$ cat config.mk
export PLATFORM = sky130hd
export DESIGN_NAME = rv32m_muldiv_unit
export DESIGN_NICKNAME = d
export VERILOG_FILES = /design/src/rtl/rv32m_pkg.sv /design/src/rtl/rv32m_iter_step.sv /design/src/rtl/rv32m_muldiv_unit.sv
export SDC_FILE = /design/constraint.sdc
export NUM_CORES = 1
export LEC_CHECK = 0
export ABC_AREA = 0
export CAP_MARGIN = 20
export CORE_ASPECT_RATIO = 0.6
export CORE_MARGIN = 1
export CORE_UTILIZATION = 29
export DETAILED_ROUTE_END_ITERATION = 7
export MAX_ROUTING_LAYER = met4
export PLACE_DENSITY_LB_ADDON = 0.15
export SLEW_MARGIN = 20
export SYNTH_ARGS = -nofsm -noshare
export SYNTH_HDL_FRONTEND = slang
export SYNTH_SLANG_ARGS = --single-unit
$ cat constraint.sdc
create_clock -name clk_i -period 3.2 [get_ports clk_i]
set_input_delay 0.48 -clock clk_i [delete_from_list [all_inputs] [get_ports clk_i]]
set_output_delay 0.48 -clock clk_i [all_outputs]
set_load 0.05 [all_outputs]
$ cat src/rtl/rv32m_pkg.sv
// Shared constants for the RV32M iterative multiply/divide unit.
package rv32m_pkg;

    localparam int XLEN = 32;

    localparam logic [2:0] F3_MUL    = 3'b000;
    localparam logic [2:0] F3_MULH   = 3'b001;
    localparam logic [2:0] F3_MULHSU = 3'b010;
    localparam logic [2:0] F3_MULHU  = 3'b011;
    localparam logic [2:0] F3_DIV    = 3'b100;
    localparam logic [2:0] F3_DIVU   = 3'b101;
    localparam logic [2:0] F3_REM    = 3'b110;
    localparam logic [2:0] F3_REMU   = 3'b111;

    typedef enum logic [1:0] {
        ST_IDLE = 2'd0,
        ST_CALC = 2'd1,
        ST_FIX  = 2'd2,
        ST_DONE = 2'd3
    } state_e;

    localparam logic [5:0] ITER_LAST = 6'd31;

endpackage

$ cat src/rtl/rv32m_iter_step.sv
// One iteration of the shared datapath: shift-add multiply or restoring divide.
// acc layout: multiply {partial high, remaining multiplier bits};
//             divide   {partial remainder, dividend bits / quotient bits}.
module rv32m_iter_step
    import rv32m_pkg::*;
(
    input  logic                is_div_i,
    input  logic [2*XLEN-1:0]   acc_i,
    input  logic [XLEN-1:0]     opb_i,
    output logic [2*XLEN-1:0]   acc_o
);

    logic [XLEN:0]   mul_sum;
    logic [XLEN:0]   div_shift;
    logic [XLEN-1:0] div_diff;
    logic            div_ge;

    // Compute both step flavours and pick one; the divide path keeps the
    // 33-bit shifted remainder so the compare never loses the top bit.
    always_comb begin
        mul_sum   = {1'b0, acc_i[2*XLEN-1:XLEN]} + ({1'b0, opb_i} & {(XLEN+1){acc_i[0]}});
        div_shift = {acc_i[2*XLEN-1:XLEN], acc_i[XLEN-1]};
        div_ge    = (div_shift >= {1'b0, opb_i});
        div_diff  = div_shift[XLEN-1:0] - opb_i;
        if (is_div_i) begin
            if (div_ge) begin
                acc_o = {div_diff, acc_i[XLEN-2:0], 1'b1};
            end else begin
                acc_o = {div_shift[XLEN-1:0], acc_i[XLEN-2:0], 1'b0};
            end
        end else begin
            acc_o = {mul_sum, acc_i[XLEN-1:1]};
        end
    end

endmodule

$ cat src/rtl/rv32m_muldiv_unit.sv
// Iterative RV32M execute unit: 32 iterations of shift-add / restoring divide
// on operand magnitudes, followed by a sign fix and a register-file write-back.
module rv32m_muldiv_unit
    import rv32m_pkg::*;
(
    input  logic             clk_i,
    input  logic             rst_ni,
    input  logic             start_i,
    input  logic [2:0]       funct3_i,
    input  logic [XLEN-1:0]  op_a_i,
    input  logic [XLEN-1:0]  op_b_i,
    input  logic [4:0]       rd_addr_i,
    input  logic             flush_i,
    output logic             busy_o,
    output logic             done_o,
    output logic [XLEN-1:0]  result_o,
    output logic [4:0]       wb_addr_o,
    output logic             wb_en_o
);

    state_e              state_q, state_d;
    logic [5:0]          cnt_q;
    logic [2:0]          f3_q;
    logic [4:0]          rd_q;
    logic [XLEN-1:0]     opb_q;
    logic [2*XLEN-1:0]   acc_q;
    logic                neg_q;
    logic                fix_wait_q;
    logic [XLEN-1:0]     result_q;

    logic                accept;
    logic                a_signed, b_signed, sign_a, sign_b;
    logic [XLEN-1:0]     abs_a, abs_b;
    logic                div_zero, div_ovf, special, neg_in;
    logic [2*XLEN-1:0]   special_acc;
    logic [2*XLEN-1:0]   step_acc;
    logic [2*XLEN-1:0]   prod_fixed;
    logic [XLEN-1:0]     fix_result;

    assign accept = start_i && !flush_i && (state_q == ST_IDLE || state_q == ST_DONE);

    // Decode the incoming op: operand magnitudes, result sign and special cases.
    always_comb begin
        a_signed = (funct3_i == F3_MULH) || (funct3_i == F3_MULHSU) ||
                   (funct3_i == F3_DIV)  || (funct3_i == F3_REM);
        b_signed = (funct3_i == F3_MULH) || (funct3_i == F3_DIV) || (funct3_i == F3_REM);
        sign_a   = a_signed && op_a_i[XLEN-1];
        sign_b   = b_signed && op_b_i[XLEN-1];
        abs_a    = sign_a ? -op_a_i : op_a_i;
        abs_b    = sign_b ? -op_b_i : op_b_i;
        // REM/REMU take the dividend's sign; everything else the XOR of both.
        neg_in   = (funct3_i[2] && funct3_i[1]) ? sign_a : (sign_a ^ sign_b);
        div_zero = funct3_i[2] && (op_b_i == '0);
        div_ovf  = funct3_i[2] && !funct3_i[0] &&
                   (op_a_i == 32'h8000_0000) && (op_b_i == 32'hFFFF_FFFF);
        special  = div_zero || div_ovf;
        // Preload both remainder (high) and quotient (low) so FIX selects as usual.
        special_acc = div_zero ? {op_a_i, 32'hFFFF_FFFF} : {32'h0000_0000, 32'h8000_0000};
    end

    rv32m_iter_step u_step (
        .is_div_i (f3_q[2]),
        .acc_i    (acc_q),
        .opb_i    (opb_q),
        .acc_o    (step_acc)
    );

    // Sign fix and result word selection applied in FIX.
    always_comb begin
        prod_fixed = neg_q ? -acc_q : acc_q;
        case (f3_q)
            F3_MUL:                     fix_result = prod_fixed[XLEN-1:0];
            F3_MULH, F3_MULHSU, F3_MULHU: fix_result = prod_fixed[2*XLEN-1:XLEN];
            F3_DIV, F3_DIVU:            fix_result = neg_q ? -acc_q[XLEN-1:0] : acc_q[XLEN-1:0];
            default:                    fix_result = neg_q ? -acc_q[2*XLEN-1:XLEN]
                                                           : acc_q[2*XLEN-1:XLEN];
        endcase
    end

    // State register.
    always_ff @(posedge clk_i or negedge rst_ni) begin
        if (!rst_ni) state_q <= ST_IDLE;
        else         state_q <= state_d;
    end

    // Next-state logic; flush overrides every transition out of CALC/FIX.
    always_comb begin
        state_d = state_q;
        case (state_q)
            ST_IDLE: if (accept) state_d = special ? ST_FIX : ST_CALC;
            ST_CALC: begin
                if (flush_i)                 state_d = ST_IDLE;
                else if (cnt_q == ITER_LAST) state_d = ST_FIX;
            end
            ST_FIX: begin
                if (flush_i)          state_d = ST_IDLE;
                else if (!fix_wait_q) state_d = ST_DONE;
            end
            default: state_d = accept ? (special ? ST_FIX : ST_CALC) : ST_IDLE;
        endcase
    end

    // Status outputs decoded from the state.
    always_comb begin
        busy_o  = (state_q == ST_CALC) || (state_q == ST_FIX);
        done_o  = (state_q == ST_DONE);
        wb_en_o = (state_q == ST_DONE) && (rd_q != 5'd0);
    end

    assign result_o  = result_q;
    assign wb_addr_o = rd_q;

    // Operand capture, iteration and result write. Special-case ops hold FIX
    // one extra cycle so they complete two edges after accept.
    always_ff @(posedge clk_i or negedge rst_ni) begin
        if (!rst_ni) begin
            cnt_q      <= '0;
            f3_q       <= '0;
            rd_q       <= '0;
            opb_q      <= '0;
            acc_q      <= '0;
            neg_q      <= 1'b0;
            fix_wait_q <= 1'b0;
            result_q   <= '0;
        end else if (accept) begin
            cnt_q      <= '0;
            f3_q       <= funct3_i;
            rd_q       <= rd_addr_i;
            opb_q      <= abs_b;
            acc_q      <= special ? special_acc : {{XLEN{1'b0}}, abs_a};
            neg_q      <= special ? 1'b0 : neg_in;
            fix_wait_q <= special;
        end else if (!flush_i) begin
            if (state_q == ST_CALC) begin
                acc_q <= step_acc;
                cnt_q <= cnt_q + 6'd1;
            end
            if (state_q == ST_FIX) begin
                fix_wait_q <= 1'b0;
                if (!fix_wait_q) result_q <= fix_result;
            end
        end
    end

endmodule

==> flow_metrics.py, run 1 <==
metrics = {
    "status": {
        "status": "complete, but fails checks",
        "failing_checks": "negative setup slack",
    },
    "timing": {
        "period_share_pct": 101,
        "setup_viol": 3,
        "worst_hold_margin_ns": 0.484,
        "worst_relative_slew_slack_pct": 26.6,
        "hold_viol_final": 0,
        "max_freq_ghz": 0.308,
        "slew_violations": 0,
        "tightest_slew_ns": 1.10,
        "grt_setup_unrepaired": "yes",
        "period_needed_ns": 3.24,
        "final_critical_path_setup_slack_ns": -0.0434,
        "fin_setup_tns_ns": -0.110,
        "skew_ns": 0.0172,
    },
    "power_and_ir_drop": {
        "power.share.sequential_pct": 13.4,
        "sw_frac_of_total_pct": 51.9,
        "power_frac_comb_pct": 77.9,
        "power_frac_clock_pct": 8.7,
        "netsw_mw": 13.0,
        "power_report.internal_total_mw": 12.0,
        "pwr_density_cell_mw_per_mm2": 1230,
        "max-vdd-ir-drop_mv": 0.719,
        "p_leak_nw": 8.72,
    },
    "route": {
        "drc_errors": 0,
        "dr.max_layer_used": "met4",
        "drt_first_iter_violations": 1637,
        "antenna_viol_nets_final": 0,
        "route.final.wire_length_um": 68300,
        "drtPass1Iterations": 6,
        "post_drt_wl_per_cell_um": 22.7,
        "detail_route.vias_per_cell": 5.54,
        "routed-wl-met2_um": 26400,
        "post_route_m1_wl_um": 35300,
        "met3_layer_wire_length_in_the_routed_design_um": 5560,
        "detailroute.via_count": 16700,
    },
    "logic_synthesis": {
        "synth_fp_nets": 2092,
        "share_of_flip_flops_with_an_asynchronous_set_or_reset_pct": 100,
        "synth.yosys.seq_area_share_pct": 25.3,
        "average_instance_area_after_synthesis_um2": 7.44,
        "post_synth_fa_ha_maj_area_fraction_pct": 6.69,
        "mappedNetlistArea_mm2": 0.0144,
        "syn-instance-count": 1940,
        "yosys.area_share.xor_xnor_pct": 10.9,
        "dominant_combinational_cell_family_by_area_after_synthesis": "compound AO/OA/AOI/OAI gates",
        "most_used_flip_flop_cell_after_synthesis": "dfrtp_1",
        "synth_edf_count": 0,
        "synth_compound_area_share_pct": 27.7,
        "yosys_warnings": 0,
        "number_of_synthesized_register_bits": 146,
        "synth.mux.area_fraction_pct": 3.44,
        "synthSimpleGateAreaFrac_pct": 20.8,
        "ys_types": 76,
    },
    "cells_and_area": {
        "fillers": 4973,
        "final_util_pct": 41.9,
        "mostFrequentLayoutCell": "buf_4",
        "final_area_mm2": 0.0203,
        "drive_gt1_share_pct": 24.0,
        "finalNonFillerCells": 3007,
        "final_cell_mix": "buf_4, a21oi_1, nand2_1, nor2_1, o21ai_0",
        "n_antenna_cell": 0,
        "syn_to_final_growth_pct": 40.7,
        "fin_nets": 2506,
    },
    "global_route": {
        "gr-usage-all-layers_pct": 27.5,
        "grt_max_degree": 89,
        "gr-total-overflow": 0,
        "antenna_found_initial": 0,
        "first_global_vias": 16100,
        "grt_pass1_wl_um": 102000,
    },
    "clocking": {
        "htree_levels": 4,
        "tritoncts": "built",
        "cts_made_buffers": 17,
        "cts_num_sinks": 146,
        "cts_max_path_buffers": 2,
        "clockRootBuffer": "clkbuf_16",
        "clkTransAtPathRegs_ns": 0.07,
        "clk_latency_ns": 0.46,
    },
    "floorplan": {
        "dieArea_mm2": 0.0507,
        "fp.dieH_um": 175,
        "core_area_mm2": 0.0485,
        "io_count": 116,
        "std_cell_rows": 62,
        "starting_density_pct": 29.8,
        "dieWidth_um": 290,
    },
    "critical_path": {
        "endpoint_kind": "flip-flop",
        "ff2ff_setup_slack_ns": -0.04,
        "worst_ep_arrival_time_ns": 3.57,
        "critPathLaunchType": "flip-flop",
        "crit-reg2reg-launch": "acc_q[0]",
        "setup.worst_path.class": "flip-flop to flip-flop",
        "worst-r2r-cell-count": 13,
        "crit_path_max_fanout": 6,
        "setup.worst_path.end": "acc_q[55]",
        "critPathLaunch": "acc_q[0]",
        "critPathRequiredTime_ns": 3.53,
        "worst_r2r_endpoint": "acc_q[55]",
    },
    "place": {
        "dp.final_hpwl_um": 54400,
        "port_buffers": 115,
        "gpl.final_weighted_congestion": 0.979,
        "postPlaceCellArea_mm2": 0.0188,
        "placed_cells_incl_taps": 2950,
    },
    "job": {
        "drv.max_cap_violation_count": 0,
    },
    "hold_path": {
        "class_of_the_tightest_hold_or_removal_check": "flip-flop to flip-flop",
    },
}
[state kept, by name, indices dropped and copies added (netlist names)]
name,count
f3_q,3
acc_q,64
fix_wait_q,1
wb_addr_o,5
cnt_q,6
state_q,2
neg_q,1
opb_q,32
result_o,32
[area by class of cell]
type                            instances  area (µm²)  share of cell area, %
Multi-Input combinational cell       1604       10700                   52.8
Clock inverter                         15         161                  0.795
Clock buffer                           17         425                   2.09
Sequential cell                       146        3660                   18.0
Tap cell                              640         801                   3.94
Inverter                               66         253                   1.24
Timing Repair Buffer                  518        4290                   21.1
Timing Repair inverter                  1        6.26                 0.0308
[routing by layer]
layer / vias to the layer above / GRT usage, %
li1: 7851 / -
met1: 8102 / 42.0
met2: 653 / 36.4
met3: 56 / 5.44
met4: 0 / 5.50
met5: - / -
[timing repair]
item	4_1_cts	5_1_grt
gates cloned	0	2
resized for setup	57	102
hold buffers	1	0
setup buffers	6	16
setup endpoints to repair	37	36
endpoints found under the hold margin	3	0
pin swaps	22	51
[through the flow]
step | worst slack (ns) | total power, mW
6_report | -0.0434 | 25.0
5_1_grt | -0.124 | 26.7
4_1_cts | -0.0141 | 23.6
3_5_place_dp | -0.697 | 21.0
3_3_place_gp | -0.726 | 21.0
2_1_floorplan | 0.0547 | 13.6
[cells by family after synthesis]
family / Yosys count
buffers and inverters: 190
xor gates and xnor gates: 179
muxes: 49
AOI/OAI and AO/OA: 662
DFF: 146
and+or+nand+nor: 638
adders and majority gates: 76
[cell usage after synthesis, types with 16 or more instances]
cell type	instances	area (µm²)
ha_1	74	926
nand4_1	26	163
nor3_1	43	215
dfrtp_1	146	3650
nor2_1	187	702
o31ai_1	22	165
a21o_1	27	203
mux2i_1	44	440
xor2_1	82	718
o22ai_1	21	131
inv_1	65	244
a21oi_1	239	1200
a31oi_1	28	175
or3_1	23	144
clkbuf_1	102	383
o21ai_1	30	150
xnor2_1	97	850
nand2_1	217	815
o21ai_0	164	821
nand2b_1	16	100
nand3_1	33	165
[power groups by stage]
| stage | registers (mW) | logic, mW | clock network, mW |
|---|---|---|---|
| 2_1_floorplan | 4.02 | 9.53 | 0 |
| 3_3_place_gp | 3.32 | 17.6 | 0 |
| 3_5_place_dp | 3.36 | 17.6 | 0 |
| 4_1_cts | 3.33 | 18.1 | 2.21 |
| 5_1_grt | 3.46 | 20.9 | 2.28 |
| 6_report | 3.36 | 19.4 | 2.17 |
[worst max-delay path, cell delays in order (launching register included)]
cell and delay [ns]:
dfrtp_2 0.44, clkinv_4 0.14, buf_12 0.17, nor2_2 0.11
ha_1 0.27, nor2_2 0.17, nor2_2 0.07, a211oi_2 0.33
a31oi_4 0.19, a311o_2 0.45, a21oi_1 0.20, xor2_1 0.25
nand3_1 0.12, o211a_1 0.19
[worst min-delay path by stage]
stage,startpoint,endpoint,cells after the start
6_report,result_o[31],result_o[31],2
5_1_grt,opb_q[22],opb_q[22],2
4_1_cts,result_o[18],result_o[18],2
3_5_place_dp,result_o[18],result_o[18],2
3_3_place_gp,opb_q[20],opb_q[20],2
2_1_floorplan,rst_ni,acc_q[0],0
Note: power is estimated with default switching activity, not from simulation.
==> run 2, diff against run 1 <==
PLACE_DENSITY = 0.55   (was not set)
PLACE_DENSITY_LB_ADDON = not set   (was 0.15)
==> run 2 against run 1 <==
Against the previous run: the flow still finishes with violations (negative setup slack); setup slack got worse by 0.0093 ns; via count rose by 0.38%; critical path depth unchanged; global-route usage down 1.2 points; highest routed layer unchanged; total power decreased by 1.9%; critical endpoint is now acc_q[56].
==> flow_metrics.py, run 2 (synthesized netlist as in run 1, its figures left out) <==
metrics = {
    "status": {
        "status": "complete, but fails checks",
        "failing_checks": "negative setup slack",
    },
    "timing": {
        "setup_viol": 3,
        "worst_relative_slew_slack_pct": 34.1,
        "tightest_slew_ns": 0.987,
        "max_freq_ghz": 0.307,
        "grt_setup_unrepaired": "yes",
        "hold_viol_final": 0,
        "period_share_pct": 102,
        "period_needed_ns": 3.25,
        "worst_hold_margin_ns": 0.448,
        "final_critical_path_setup_slack_ns": -0.0527,
        "slew_violations": 0,
        "skew_ns": 0.0154,
    },
    "clocking": {
        "clkTransAtPathRegs_ns": 0.07,
        "cts_num_sinks": 146,
        "clockRootBuffer": "clkbuf_16",
        "cts_max_path_buffers": 2,
        "clk_latency_ns": 0.47,
        "htree_levels": 4,
        "tritoncts": "built",
        "cts_made_buffers": 17,
    },
    "cells_and_area": {
        "final_cell_mix": "buf_4, a21oi_1, nand2_1, nor2_1, o21ai_0",
        "mostFrequentLayoutCell": "buf_4",
        "top_register": "acc_q",
        "n_antenna_cell": 0,
        "drive_gt1_share_pct": 22.4,
        "finalNonFillerCells": 2977,
        "number_of_flip_flops_in_the_largest_register": 64,
        "fin_nets": 2477,
        "syn_to_final_growth_pct": 38.7,
    },
    "power_and_ir_drop": {
        "p_total_mw": 24.5,
        "max-vdd-ir-drop_mv": 0.597,
        "p_leak_nw": 8.62,
        "pwr_density_cell_mw_per_mm2": 1220,
    },
    "global_route": {
        "met3_usage_pct": 6.54,
        "grt_pass1_wl_um": 98200,
        "global_route.peak_usage_layer": "met1",
        "use_met2_pct": 34.4,
        "grt_util_met1_pct": 39.4,
        "antenna_found_initial": 2,
        "gr-usage-all-layers_pct": 26.3,
        "grt_max_degree": 90,
        "gr-total-overflow": 0,
        "first_global_vias": 15600,
    },
    "floorplan": {
        "io_count": 116,
        "std_cell_rows": 62,
        "dieWidth_um": 290,
        "fp.dieH_um": 175,
        "core_area_mm2": 0.0485,
        "dieArea_mm2": 0.0507,
        "starting_density_pct": 29.8,
    },
    "route": {
        "detail_route.vias_per_cell": 5.62,
        "drc_errors": 0,
        "antenna_viol_nets_final": 0,
        "detailroute.via_count": 16700,
        "drt_first_iter_violations": 1817,
        "post_drt_wl_per_cell_um": 22.1,
        "route.final.wire_length_um": 65700,
        "drtPass1Iterations": 6,
    },
    "critical_path": {
        "setup.worst_path.class": "flip-flop to flip-flop",
        "critPathRequiredTime_ns": 3.59,
        "endpoint_kind": "flip-flop",
        "crit_path_max_fanout": 13,
        "worst_ep_arrival_time_ns": 3.64,
        "critPathLaunchType": "flip-flop",
    },
    "job": {
        "drv.max_cap_violation_count": 0,
    },
    "hold_path": {
        "class_of_the_tightest_hold_or_removal_check": "primary input to async pin",
    },
    "place": {
        "dp.final_hpwl_um": 51900,
        "gpl.final_weighted_congestion": 0.987,
        "port_buffers": 115,
        "placed_cells_incl_taps": 2922,
    },
}
==> run 2: cell types whose count changed in the layout (fill, tap and decap cells not counted), sizes merged <==
cell / before / now
inv: 76 / 65
clkinvlp: 3 / 4
bufinv: 1 / 4
buf: 402 / 374
clkinv: 2 / 7
==> run 2: through the flow <==
step / utilization [%] / TNS, ns / setup WS [ns] / instance area (µm²)
final: 41.3 / -0.0823 / -0.0527 / 20000
after global routing: 41.3 / -0.509 / -0.148 / 20000
after CTS: 40.5 / -0.333 / -0.0941 / 19600
after detailed placement: 38.5 / -27.82 / -0.855 / 18600
after global placement: 38.5 / -26.09 / -0.897 / 18600
after floorplan: - / 0 / 0.0547 / 14400
==> run 2: layout make-up <==
class	count	area [µm²]
Timing Repair Buffer	489	4090
Multi-Input combinational cell	1604	10600
Fill cell	4958	28500
Sequential cell	146	3660
Tap cell	640	801
Clock inverter	13	188
Clock buffer	18	429
Timing Repair inverter	1	7.51
Inverter	66	250
==> run 2: timing repair <==
item                                    CTS  global route
setup buffers                            15             7
resized for setup                        61            69
hold endpoints to repair                 24             0
pin swaps                                16            36
hold buffers                              1             0
endpoints found under the setup margin   64            42
gates cloned                              1             0
==> run 2: worst max-delay path: stages (launching register included) <==
cell and delay (ns):
dfrtp_2 0.45, inv_4 0.08, buf_8 0.15, buf_6 0.15, nor2_1 0.16, ha_2 0.34
nand3_1 0.19, o21ai_2 0.13, or3b_2 0.53, o221ai_4 0.18, mux2_4 0.33, a211oi_4 0.24
a31oi_1 0.06, o21ai_1 0.15
==> run 2: where the power goes <==
part           internal (mW)  switching (mW)
clock network           1.30           0.953
registers               2.66           0.666
logic                   7.94            11.0
total                   11.9            12.6
==> run 2: worst paths after layout <==
kind	startpoint	cells past startpoint	to	slack, ns
setup / recovery	acc_q[0]	13	acc_q[56]	-0.05
hold / removal	rst_ni	2	acc_q[59]	0.45
setup reg to reg	acc_q[0]	13	acc_q[56]	-0.05
hold reg to reg	result_o[27]	2	result_o[27]	0.48
max in group asynchronous	rst_ni	3	acc_q[39]	1.85
min in group clk_i	result_o[27]	2	result_o[27]	0.48
==> run 2: routing by layer <==
| metal | vias to the layer above | wire length (µm) | share of wire [%] |
|---|---|---|---|
| li1 | 7775 | - | - |
| met4 | 0 | 1450 | 2.2 |
| met3 | 82 | 6480 | 9.9 |
| met1 | 8054 | 32500 | 49 |
| met2 | 815 | 25300 | 38 |
| met5 | - | 0 | 0 |
